===== src/rtl/gbt_req_framer_pkg.sv =====
// Shared types and constants for the GBT downlink request framer.
// Frame layout helper lives here so framer and any future receiver model agree.
package gbt_req_framer_pkg;

  localparam int FRAME_LEN = 7;
  localparam int REQ_W     = 65;

  typedef logic [2:0] slot_t;
  localparam slot_t LAST_SLOT = slot_t'(FRAME_LEN - 1);

  // TTC nibble occupies gbt_dout[15:12] in this bit order.
  typedef struct packed {
    logic l1a;
    logic calpulse;
    logic resync;
    logic bc0;
  } ttc_t;

  typedef struct packed {
    logic        wr_valid;
    logic        wr_en;
    logic [31:0] addr;
    logic [31:0] data;
  } req_t;

  localparam req_t IDLE_FRAME = '0;

  // Low 12 bits of payload words 0..5; word 6 is handled by the framer.
  function automatic logic [11:0] frame_field(req_t f, slot_t s);
    logic [11:0] r;
    case (s)
      3'd0:    r = {f.wr_valid, f.wr_en, 2'b00, f.addr[31:24]};
      3'd1:    r = f.addr[23:12];
      3'd2:    r = f.addr[11:0];
      3'd3:    r = {4'h0, f.data[31:24]};
      3'd4:    r = f.data[23:12];
      3'd5:    r = f.data[11:0];
      default: r = 12'h000;
    endcase
    return r;
  endfunction

endpackage


===== src/rtl/gbt_req_fifo.sv =====
// Request buffer for the framer: synchronous FIFO with a registered head word.
// No bypass: an entry written on an edge becomes visible as head only after it.
module gbt_req_fifo #(
  parameter int DEPTH = 4,
  parameter int WIDTH = 65
) (
  input  logic             clk,
  input  logic             rst_n,
  input  logic             push,
  input  logic [WIDTH-1:0] push_data,
  input  logic             pop,
  output logic [WIDTH-1:0] head,
  output logic             full,
  output logic             empty
);

  localparam int AW = (DEPTH > 1) ? $clog2(DEPTH) : 1;

  logic [WIDTH-1:0] mem [DEPTH];
  logic [AW-1:0]    wr_ptr, rd_ptr, rd_next;
  logic [AW:0]      count;
  logic             do_push, do_pop;

  assign do_push = push & ~full;
  assign do_pop  = pop & ~empty;
  assign rd_next = do_pop ? rd_ptr + 1'b1 : rd_ptr;
  assign full    = (count == (AW+1)'(DEPTH));
  assign empty   = (count == '0);

  always_ff @(posedge clk or negedge rst_n) begin
    if (!rst_n) begin
      wr_ptr <= '0;
      rd_ptr <= '0;
      count  <= '0;
      head   <= '0;
    end else begin
      if (do_push) wr_ptr <= wr_ptr + 1'b1;
      rd_ptr <= rd_next;
      case ({do_push, do_pop})
        2'b10:   count <= count + 1'b1;
        2'b01:   count <= count - 1'b1;
        default: count <= count;
      endcase
      // The incoming word becomes head when it lands on the next read slot.
      if (do_push && (wr_ptr == rd_next)) head <= push_data;
      else                                head <= mem[rd_next];
    end
  end

  always_ff @(posedge clk) begin
    if (do_push) mem[wr_ptr] <= push_data;
  end

endmodule


===== src/rtl/gbt_req_framer.sv =====
// GBT downlink framer: serialises buffered register requests into 7-word frames.
// Optional w6 checksum enabled by defining GBT_REQ_FRAMER_CHECKSUM_EN.
module gbt_req_framer
  import gbt_req_framer_pkg::*;
#(
  parameter logic [11:0] FRAME_END  = 12'hABC,
  parameter int          FIFO_DEPTH = 4
) (
  input  logic        ttc_clk_40_i,
  input  logic        reset_n_i,
  input  logic [3:0]  ttc_i,
  input  logic        req_valid_i,
  output logic        req_ready_o,
  input  logic        req_wr_en_i,
  input  logic [31:0] req_addr_i,
  input  logic [31:0] req_data_i,
  output logic [15:0] gbt_dout_o,
  output logic        frame_start_o,
  output logic        sent_o
);

  slot_t             slot_q, slot_d;
  req_t              frame_q, frame_d;
  logic [REQ_W-1:0]  fifo_head;
  logic              fifo_full, fifo_empty, fifo_pop;
  logic [11:0]       csum, low_d;
  ttc_t              ttc;

  assign ttc         = ttc_i;
  assign req_ready_o = ~fifo_full;

  gbt_req_fifo #(
    .DEPTH(FIFO_DEPTH),
    .WIDTH(REQ_W)
  ) u_fifo (
    .clk       (ttc_clk_40_i),
    .rst_n     (reset_n_i),
    .push      (req_valid_i),
    .push_data ({req_wr_en_i, req_addr_i, req_data_i}),
    .pop       (fifo_pop),
    .head      (fifo_head),
    .full      (fifo_full),
    .empty     (fifo_empty)
  );

  always_comb begin
    slot_d   = (slot_q == LAST_SLOT) ? '0 : slot_q + 1'b1;
    frame_d  = frame_q;
    fifo_pop = 1'b0;
    // Frame register reloads only on the wrap edge and holds for all 7 words.
    if (slot_q == LAST_SLOT) begin
      if (!fifo_empty) begin
        frame_d  = req_t'({1'b1, fifo_head});
        fifo_pop = 1'b1;
      end else begin
        frame_d  = IDLE_FRAME;
      end
    end
    csum = FRAME_END;
`ifdef GBT_REQ_FRAMER_CHECKSUM_EN
    for (int i = 0; i < FRAME_LEN - 1; i++) begin
      csum = csum ^ frame_field(frame_d, slot_t'(i));
    end
`else
    csum = FRAME_END;
`endif
    low_d = (slot_d == LAST_SLOT) ? csum : frame_field(frame_d, slot_d);
  end

  always_ff @(posedge ttc_clk_40_i or negedge reset_n_i) begin
    if (!reset_n_i) begin
      slot_q        <= LAST_SLOT;
      frame_q       <= IDLE_FRAME;
      gbt_dout_o    <= '0;
      frame_start_o <= 1'b0;
      sent_o        <= 1'b0;
    end else begin
      slot_q        <= slot_d;
      frame_q       <= frame_d;
      gbt_dout_o    <= {ttc, low_d};
      frame_start_o <= (slot_d == '0);
      sent_o        <= (slot_d == LAST_SLOT) && frame_d.wr_valid;
    end
  end

endmodule


===== config.mk =====
export PLATFORM = sky130hd
export DESIGN_NAME = gbt_req_framer
export DESIGN_NICKNAME = d
export VERILOG_FILES = /design/src/rtl/gbt_req_framer_pkg.sv /design/src/rtl/gbt_req_fifo.sv /design/src/rtl/gbt_req_framer.sv
export SDC_FILE = /design/constraint.sdc
export NUM_CORES = 1
export LEC_CHECK = 0
export ABC_AREA = 1
export CAP_MARGIN = 40
export CORE_UTILIZATION = 38
export DETAILED_ROUTE_END_ITERATION = 7
export PLACE_DENSITY = 0.65
export SYNTH_ARGS = -nofsm -noshare
export SYNTH_HDL_FRONTEND = slang
export SYNTH_SLANG_ARGS = --single-unit

===== constraint.sdc =====
create_clock -name ttc_clk_40_i -period 3.52 [get_ports ttc_clk_40_i]
set_input_delay 0.704 -clock ttc_clk_40_i [delete_from_list [all_inputs] [get_ports ttc_clk_40_i]]
set_output_delay 0.704 -clock ttc_clk_40_i [all_outputs]
set_load 0.02 [all_outputs]

# After elaboration in Yosys (flattened, before gate mapping)
# Memories as Yosys holds them, arrays and structs flattened. A register that Yosys moved wholly into a read port is not among the register bits.
# Index checks and enable logic that the tools add are counted.
# op_classes
add_sub_neg,5
n_bitwise,4
eq_ne,10
n_mux,11
n_reduce_logical,5
# op_table
operator,n
two-way mux 66 bit,2
case mux 12 bit (6 select lines),1
"equality test 3 bit, second input constant",5
two-way mux 12 bit,1
"adder 3 x 1 -> 3 bit, second input constant",2
"equality test 3 x 2 -> 1 bit, second input constant",2
zero test 3 bit,2
case mux 3 bit (2 select lines),1
"adder 2 x 1 -> 2 bit, second input constant",2
two-way mux 1 bit,4
"equality test 3 x 1 -> 1 bit, second input constant",1
two-way mux 3 bit,1
"subtractor 3 x 1 -> 3 bit, second input constant",1
bitwise AND 1 bit,2
"equality test 2 x 1 -> 1 bit, second input constant",1
"equality test 2 bit, second input constant",1
two-way mux 2 bit,1
NOT 1 bit,2
nonzero test 2 bit,1
logical AND 1 bit,1
zero test 1 bit,1
# totals
wordCells,47
ramBits,260
memories,1
ff_bits,94
in_bits,72
out_inout_bits,19
# memory_table
memory,depth,word_bits,rd,rd_clocked_by_memory_dff,write_ports,line,text
u_fifo.mem,4,65,1,1,1,gbt_req_fifo.sv:19,logic [WIDTH-1:0] mem [DEPTH];

# Depth between registers and ports, before layout
# Gate-level depths: netlist of run 1.
# depth
depth_word,6
depth_mapped,13
depth_no_buf,11

# Hierarchy
# From an unflattened synthesis of run 1, not the netlist that was laid out.
# unflattened
hier_cells,1852
area_unflattened_um2,18459.0
# modules_own_cells
mod,instances,area_per_inst_um2,seq_area_each_um2,cells_each
gbt_req_fifo,1,14347.5,9609.2,1385
gbt_req_framer,1,4111.4,2179.6,467

# Worst setup path before layout of run 1
# Ideal clock, no wire load.
# synth_timing
path_kind,input to register
startpoint,input port req_valid_i
endpoint,memory u_fifo.mem[0][0] (enable)
path_buffers,0
setup_ns,0.489
t_arrival_ns,3.593
required_time_ns,3.031
stages,2
slack_ns,-0.561
cell_sequence,nand2_1 -> nor2_1
# synth_between
elab_chain_len,3
# synth_rtl
element,line,text
from (decl),gbt_req_framer.sv:12,"input logic req_valid_i,"
bitwise AND 1 bit,gbt_req_fifo.sv:24,assign do_push = push & ~full;
two-way mux 1 bit,gbt_req_fifo.sv:51,if (do_push) mem[wr_ptr] <= push_data;
two-way mux 1 bit (implied by the code),gbt_req_fifo.sv:51,
to (decl),gbt_req_fifo.sv:19,
# Every way passes these cells.

# Worst setup path after layout of run 1
# layout_timing
startpoint,register slot_q[2]
endpoint,register u_fifo.head[28] (read register of u_fifo.mem)
# layout_between
elab_chain_len,4
# layout_rtl
element,line,text
from (decl),gbt_req_framer.sv:22,"slot_t slot_q, slot_d;"
from (signal assigned),gbt_req_framer.sv:78,slot_q <= slot_d;
equality test 3 bit,gbt_req_framer.sv:51,if (slot_q == LAST_SLOT) begin
two-way mux 1 bit,gbt_req_framer.sv:51,
bitwise AND 1 bit,gbt_req_fifo.sv:25,assign do_pop = pop & ~empty;
two-way mux 2 bit,gbt_req_fifo.sv:26,assign rd_next = do_pop ? rd_ptr + 1'b1 : rd_ptr;
to (decl),gbt_req_fifo.sv:12,"output logic [WIDTH-1:0] head,"
# Every way passes these cells.
# A chain may end at the register's enable or synchronous reset.

==> results.ini, run 1 <==
[run]
maxCapViolCount=0

[critical_path]
path_class=reg -> reg
cp.arrival_ns=3.31
crit_fanout=40
crit_path_start_kind=flop
crit_required_ns=3.99
worstSetupEndpointType=flop

[yosys]
synth-warning-count=0
ys_types=32
syn_area_um2=17800
synth.net_count=1824
avgSynthCellArea_um2=10.2
synth_cells=1746
synth-seq-cells=419
ys_seq_area_frac=0.663

[run_status]
status=complete, no violations

[die]
die_h_um=218
fp.coreArea_um2=45800
num_io_pins=91
die-width_um=218
die_area_um2=47700
start_util=0.389
rows=78

[detailed_routing]
wl_per_cell_um=18.1
drtAntennaViolNets=0
wl_um=44300
vias=12368
viasPerCell=5.06
drc_errors=0
dr.pass1.iters=6
first_iter_violations=1105

[placement]
hpwl_um=25300
place_area_um2=19400
routabilityCongestion=0.891
post-place-cells=2364
port_buffers=90
place_ws_ns=0.774

[clocking]
cts_root_buffer=clkbuf_16
ctsResizeCount=0
numCtsBuffers=43
clk_pin_slew_worst_paths_ns=0.06
cts_max_level=2
clk_latency_ns=0.54
clockBufferDepth=3
cts_tree=yes
clock-sinks=419
post-cts-setup-buffers=0
cts_hold_buf=0

[global_routing]
overflow=0
track_usage=0.190
grt_pass1_wl_um=70300
grt_max_degree=70
grt_antenna_before_repair=1
grt_pass1_vias=12315

[sta]
tightest_slew_ns=0.898
setup_violations=0
slew_viol_final=0
worst_slack_ns=0.684
finClkSkew_ns=0.0100
clock.fmax_mhz=353
fin_crit_sh=0.806
finalHoldWorstSlack_ns=0.108
rsz0062_at_grt=false
period_needed_ns=2.84
relSlewSlack=0.402
finalHoldViolCount=0

[pwr]
peakVddDrop_mv=0.572
power.static_leakage_nw=9.13
total_power_mw=17.2
pwr_density_cell_nw_per_um2=828

[worst_hold_path]
hold_path_class=in -> async

[finish]
stdcell_count=2444
area_delta_synth_final_pct=16.8
drive_above_1_share=0.0667
fillers=4085
fin_area_um2=20800
fin_nets=1887

-- cell type report --
type / instances / area (um2) / area share
sequential: 419 / 11800 / 0.567
multi-input combinational: 964 / 4610 / 0.222
timing repair buffer: 123 / 1260 / 0.0605
inverter: 258 / 968 / 0.0466
clock inverter: 19 / 178 / 0.00855
antenna: 1 / 2.50 / 0.000120
clock buffer: 60 / 1230 / 0.0593
tap: 600 / 751 / 0.0361
-- worst paths after layout --
| kind | start | end | slack, ns | cells after the start |
|---|---|---|---|---|
| min | reset_n_i | sent_o$_DFF_PN0_ | 0.11 | 1 |
| max | slot_q[2]$_DFF_PN1_ | u_fifo.head[28]$_DFF_PN0_ | 0.68 | 11 |
| min in group ttc_clk_40_i | u_fifo.head[42]$_DFF_PN0_ | frame_q[42]$_DFF_PN0_ | 0.48 | 2 |
| min reg2reg | u_fifo.head[42]$_DFF_PN0_ | frame_q[42]$_DFF_PN0_ | 0.48 | 2 |
| max in group asynchronous | reset_n_i | u_fifo.head[39]$_DFF_PN0_ | 2.46 | 2 |
| max reg2reg | slot_q[2]$_DFF_PN1_ | u_fifo.head[28]$_DFF_PN0_ | 0.68 | 11 |
-- worst max-delay path: stages (launching register included) --
cell and delay (ns):
dfstp_2 0.71, nand2_2 0.13, nor2_4 0.18, nand2_4 0.22, nand2_1 0.18, o21ai_4 0.07
nand2_1 0.08, nand2_2 0.28, nand2_2 0.19, buf_4 0.46, nand2_1 0.14, nand2_1 0.09
-- stage by stage --
| step | util | setup TNS, ns |
|---|---|---|
| after floorplan | - | -145.90 |
| after global placement | 0.422 | 0 |
| after detailed placement | 0.423 | 0 |
| after CTS | 0.454 | 0 |
| after global routing | 0.454 | 0 |
| final | 0.454 | 0 |
-- cell families after synthesis --
kind of cell             Yosys count  synth area share
buffers and inverters            363            0.0816
XOR/XNOR                           4           0.00197
AO/OA/AOI/OAI                    119            0.0341
adder cells (fa/ha/maj)            6           0.00464
flip-flops                       419             0.663
AND/OR/NAND/NOR                  835             0.215
-- per-layer routing --
| metal | GRT usage | vias to the layer above | wire, um |
|---|---|---|---|
| met3 | 0.0365 | 60 | 2790 |
| met5 | 0 | - | 0 |
| met1 | 0.260 | 6100 | 19700 |
| met4 | 0.0510 | 0 | 856 |
| li1 | - | 5843 | - |
| met2 | 0.307 | 365 | 20900 |
-- Yosys cell counts, drive strengths merged --
library cell | number | area [um2]
a21boi | 2 | 15.0
a21oi | 22 | 110
a22oi | 1 | 7.51
buf | 58 | 308
clkbuf | 47 | 176
clkinv | 1 | 3.75
dfrtp | 157 | 3930
dfstp | 2 | 52.6
edfxtp | 260 | 7810
fa | 1 | 20.0
ha | 5 | 62.6
inv | 257 | 965
nand2 | 448 | 1700
nand3 | 265 | 1330
nand3b | 65 | 488
nand4 | 31 | 194
nor2 | 23 | 96.4
nor3 | 3 | 15.0
o21ai | 94 | 474
xnor2 | 2 | 17.5
xor2 | 2 | 17.5
-- report_power, final --
group          internal (mW)  leakage, nW  switching (mW)
logic                   1.68         4.15            3.76
registers               6.77         4.29           0.486
clock network           2.67        0.688            1.85
-- cell usage in the layout, fill, tap and decap left out, drive strengths merged, types with 31 or more instances in the layout --
| cell | Yosys | final |
|---|---|---|
| buf | 58 | 34 |
| clkbuf | 47 | 60 |
| clkdlybuf4s50 | 0 | 89 |
| dfrtp | 157 | 157 |
| edfxtp | 260 | 260 |
| inv | 257 | 257 |
| nand2 | 448 | 448 |
| nand3 | 265 | 265 |
| nand3b | 65 | 65 |
| nand4 | 31 | 31 |
| o21ai | 94 | 94 |
-- sequential cells by signal, summed over array words and instances (netlist names) --
register	cells
u_fifo.mem	260
frame_q	66
u_fifo.head	65
gbt_dout_o	16
slot_q	3
u_fifo.count	3
u_fifo.rd_ptr	2
u_fifo.wr_ptr	2
frame_start_o	1
sent_o	1
No activity file was read; power rests on OpenSTA's default activity.
==> inputs of run 2 (changes only) <==
- PLACE_DENSITY: 0.65 -> 0.63
- clock period: 3.52 -> 2.9 ns (I/O delays scaled with it)
==> run 2 against run 1 <==
Against the previous run:
- final cell count up 0.20%
- non-clock buffer count is the same
- critical path type unchanged
- highest routed layer unchanged
- critical endpoint is now u_fifo.head[23]$_DFF_PN0_
- critical path depth shrank 1
- clock power up 26%
- via count down 0.56%
- worst setup slack lost 0.30 ns
- global-route usage fell by 0.38 points
- largest cell class unchanged
- sequential share of layout area fell by 0.30 points
- routed wire length is 3.0% lower
- cell area grew 0.53%
- core utilization up 0.24 points
==> results.ini, run 2 (synthesized netlist as in run 1, its figures left out) <==
[sta]
rsz0062_at_grt=false  ; unchanged
tightest_slew_ns=0.888  ; was 0.898 ns
fin_crit_sh=0.869  ; was 0.806
finalHoldViolCount=0  ; unchanged
finClkSkew_ns=0.0240  ; was 0.0100 ns
period_needed_ns=2.52  ; was 2.84 ns
clock.fmax_mhz=397  ; was 353 MHz
worst_slack_ns=0.381  ; was 0.684 ns
setup_violations=0  ; unchanged
slew_viol_final=0  ; unchanged
relSlewSlack=0.408  ; was 0.402

[pwr]
p_int_mw=13.7  ; was 11.1 mW
total_power_mw=21.0  ; was 17.2 mW
power.static_leakage_nw=9.17  ; was 9.13 nW
clock_power_share=0.271  ; was 0.262
pwr_density_cell_nw_per_um2=1010  ; was 828 nW/um2
netSwitchingFraction=0.350  ; was 0.354
pwr-share-comb=0.311  ; was 0.316
pwr-share-seq=0.418  ; was 0.421
p_switching_mw=7.36  ; was 6.10 mW
peakVddDrop_mv=0.694  ; was 0.572 mV

[clocking]
cts_max_level=2  ; unchanged
ctsResizeCount=0  ; unchanged
clockBufferDepth=3  ; unchanged
cts_tree=yes  ; unchanged
cts_root_buffer=clkbuf_16  ; unchanged
clk_latency_ns=0.58  ; was 0.54 ns
clock-sinks=419  ; unchanged
numCtsBuffers=46  ; was 43
clk_pin_slew_worst_paths_ns=0.06  ; about the same

[finish]
antenna-diode-count=0  ; was 1
fin_nets=1890  ; was 1887
final_cell_mix=nand2_1 (439), nand3_1 (263), edfxtp_1 (260), inv_1 (256), dfrtp_1 (156)  ; unchanged
largest_registers=u_fifo.mem (260), frame_q (66), u_fifo.head (65)  ; unchanged
ff_latch_area_um2=11800  ; unchanged
area_delta_synth_final_pct=17.5  ; was 16.8%
regMostFlops=u_fifo.mem  ; unchanged
fillers=4177  ; was 4085
mostFrequentLayoutCell=nand2_1  ; unchanged
drive_above_1_share=0.0660  ; was 0.0667
largest_reg_flops=260  ; unchanged
multi_input_comb_area_um2=4610  ; unchanged

[global_routing]
track_usage=0.186  ; was 0.190
overflow=0  ; unchanged
grt_antenna_before_repair=0  ; was 1
grt_pass1_vias=12367  ; was 12315
busiest_layer=met2  ; unchanged
use_met1=0.262  ; was 0.260
grt_max_degree=70  ; unchanged
use_met2=0.289  ; was 0.307
grt_pass1_wl_um=68700  ; was 70300 um
use_met3=0.0333  ; was 0.0365

[critical_path]
path_class=reg -> reg  ; unchanged
reg2reg_slack_ns=0.38  ; was 0.68 ns
crit_required_ns=3.35  ; was 3.99 ns
worstSetupEndpointType=flop  ; unchanged
timing.critical_path.from=slot_q[1]$_DFF_PN1_  ; was slot_q[2]$_DFF_PN1_
crit_fanout=65  ; was 40
crit_path_start_kind=flop  ; unchanged
crit_end=u_fifo.head[23]$_DFF_PN0_  ; was u_fifo.head[28]$_DFF_PN0_
r2r_end=u_fifo.head[23]$_DFF_PN0_  ; was u_fifo.head[28]$_DFF_PN0_
r2r_cells=10  ; was 11
cp.arrival_ns=2.97  ; was 3.31 ns
worstReg2RegStart=slot_q[1]$_DFF_PN1_  ; was slot_q[2]$_DFF_PN1_

[die]
die_h_um=218  ; unchanged
die-width_um=218  ; unchanged
die_area_um2=47700  ; unchanged
fp.coreArea_um2=45800  ; unchanged
start_util=0.389  ; unchanged
rows=78  ; unchanged
num_io_pins=91  ; unchanged

[detailed_routing]
wl_um=42900  ; was 44300 um
viasPerCell=5.02  ; was 5.06
wl_per_cell_um=17.5  ; was 18.1 um
vias=12299  ; was 12368
first_iter_violations=939  ; was 1105
drtAntennaViolNets=0  ; unchanged
drc_errors=0  ; unchanged
dr.pass1.iters=5  ; was 6

[worst_hold_path]
hold_path_class=in -> reg  ; was in -> async

[placement]
place_ws_ns=0.351  ; was 0.774 ns
routabilityCongestion=0.839  ; was 0.891
hpwl_um=24700  ; was 25300 um
port_buffers=90  ; unchanged

[run]
maxCapViolCount=0  ; unchanged

[run_status]
status=complete, no violations  ; unchanged

run 2: cell types whose count changed in the layout (fill, tap and decap cells not counted), moves of 3 or more:
cell       change
buf_4          -5
clkinv_2       -3
clkbuf_16      +3
buf_12         +5
clkinv_1       +5
run 2: what timing repair did:
item | 4_1_cts | 5_1_grt
setup endpoints to repair | 0 | 0
endpoints found under the hold margin | 24 | 0
buffers inserted | 0 | 0
hold buffers | 1 | 0
run 2: through the flow:
stage / TNS [ns] / hold WS, ns / area, um2 / utilization / std cells
after floorplan: -21.24 / 0.284 / 17800 / - / 1746
after global placement: 0 / 0.462 / 19400 / 0.424 / 2363
after detailed placement: 0 / 0.470 / 19400 / 0.424 / 2363
after CTS: 0 / 0.432 / 20900 / 0.457 / 2449
after global routing: 0 / 0.452 / 20900 / 0.457 / 2449
final: 0 / 0.453 / 20900 / 0.457 / 2449
run 2: worst min-delay path by stage:
stage,from,to,slack [ns],depth (start not counted)
final,ttc_i[2],gbt_dout_o[14]$_DFF_PN0_,0.45,1
after global routing,ttc_i[0],gbt_dout_o[12]$_DFF_PN0_,0.45,1
after CTS,ttc_i[2],gbt_dout_o[14]$_DFF_PN0_,0.43,1
after detailed placement,u_fifo.head[29]$_DFF_PN0_,frame_q[29]$_DFF_PN0_,0.47,2
after global placement,u_fifo.head[16]$_DFF_PN0_,frame_q[16]$_DFF_PN0_,0.46,2
after floorplan,reset_n_i,frame_q[0]$_DFF_PN0_,0.28,0
run 2: power by group through the flow:
stage / Combinational, mW / Clock, mW / Sequential [mW]
final: 6.54 / 5.70 / 8.78
after global placement: 6.37 / 0 / 8.86
after CTS: 6.60 / 5.80 / 8.79
after detailed placement: 6.58 / 0 / 8.89
after global routing: 7.41 / 6.04 / 8.93
after floorplan: 4.36 / 0 / 8.78
run 2: cell type report:
type / instances / area share
flip-flops and latches: 419 / 0.564
clock inverters: 20 / 0.00730
clock buffers: 65 / 0.0634
multi-input cells: 964 / 0.221
repair buffers: 123 / 0.0623
inverters: 258 / 0.0463
well taps: 600 / 0.0359
run 2: critical path: stages (launching register included):
cell      delay, ns
dfstp_2        0.65
nand2_2        0.11
nor2_4         0.12
nand2_4        0.18
nand2_2        0.13
buf_4          0.70
nand3b_1       0.15
nand3_1        0.14
nand2_1        0.06
nand2_1        0.06
nand2_1        0.07
run 2: metal layers:
metal	wire, um	share of wire
met2	19600	0.46
met3	2650	0.062
met5	0	0
met1	19700	0.46
met4	1000	0.023
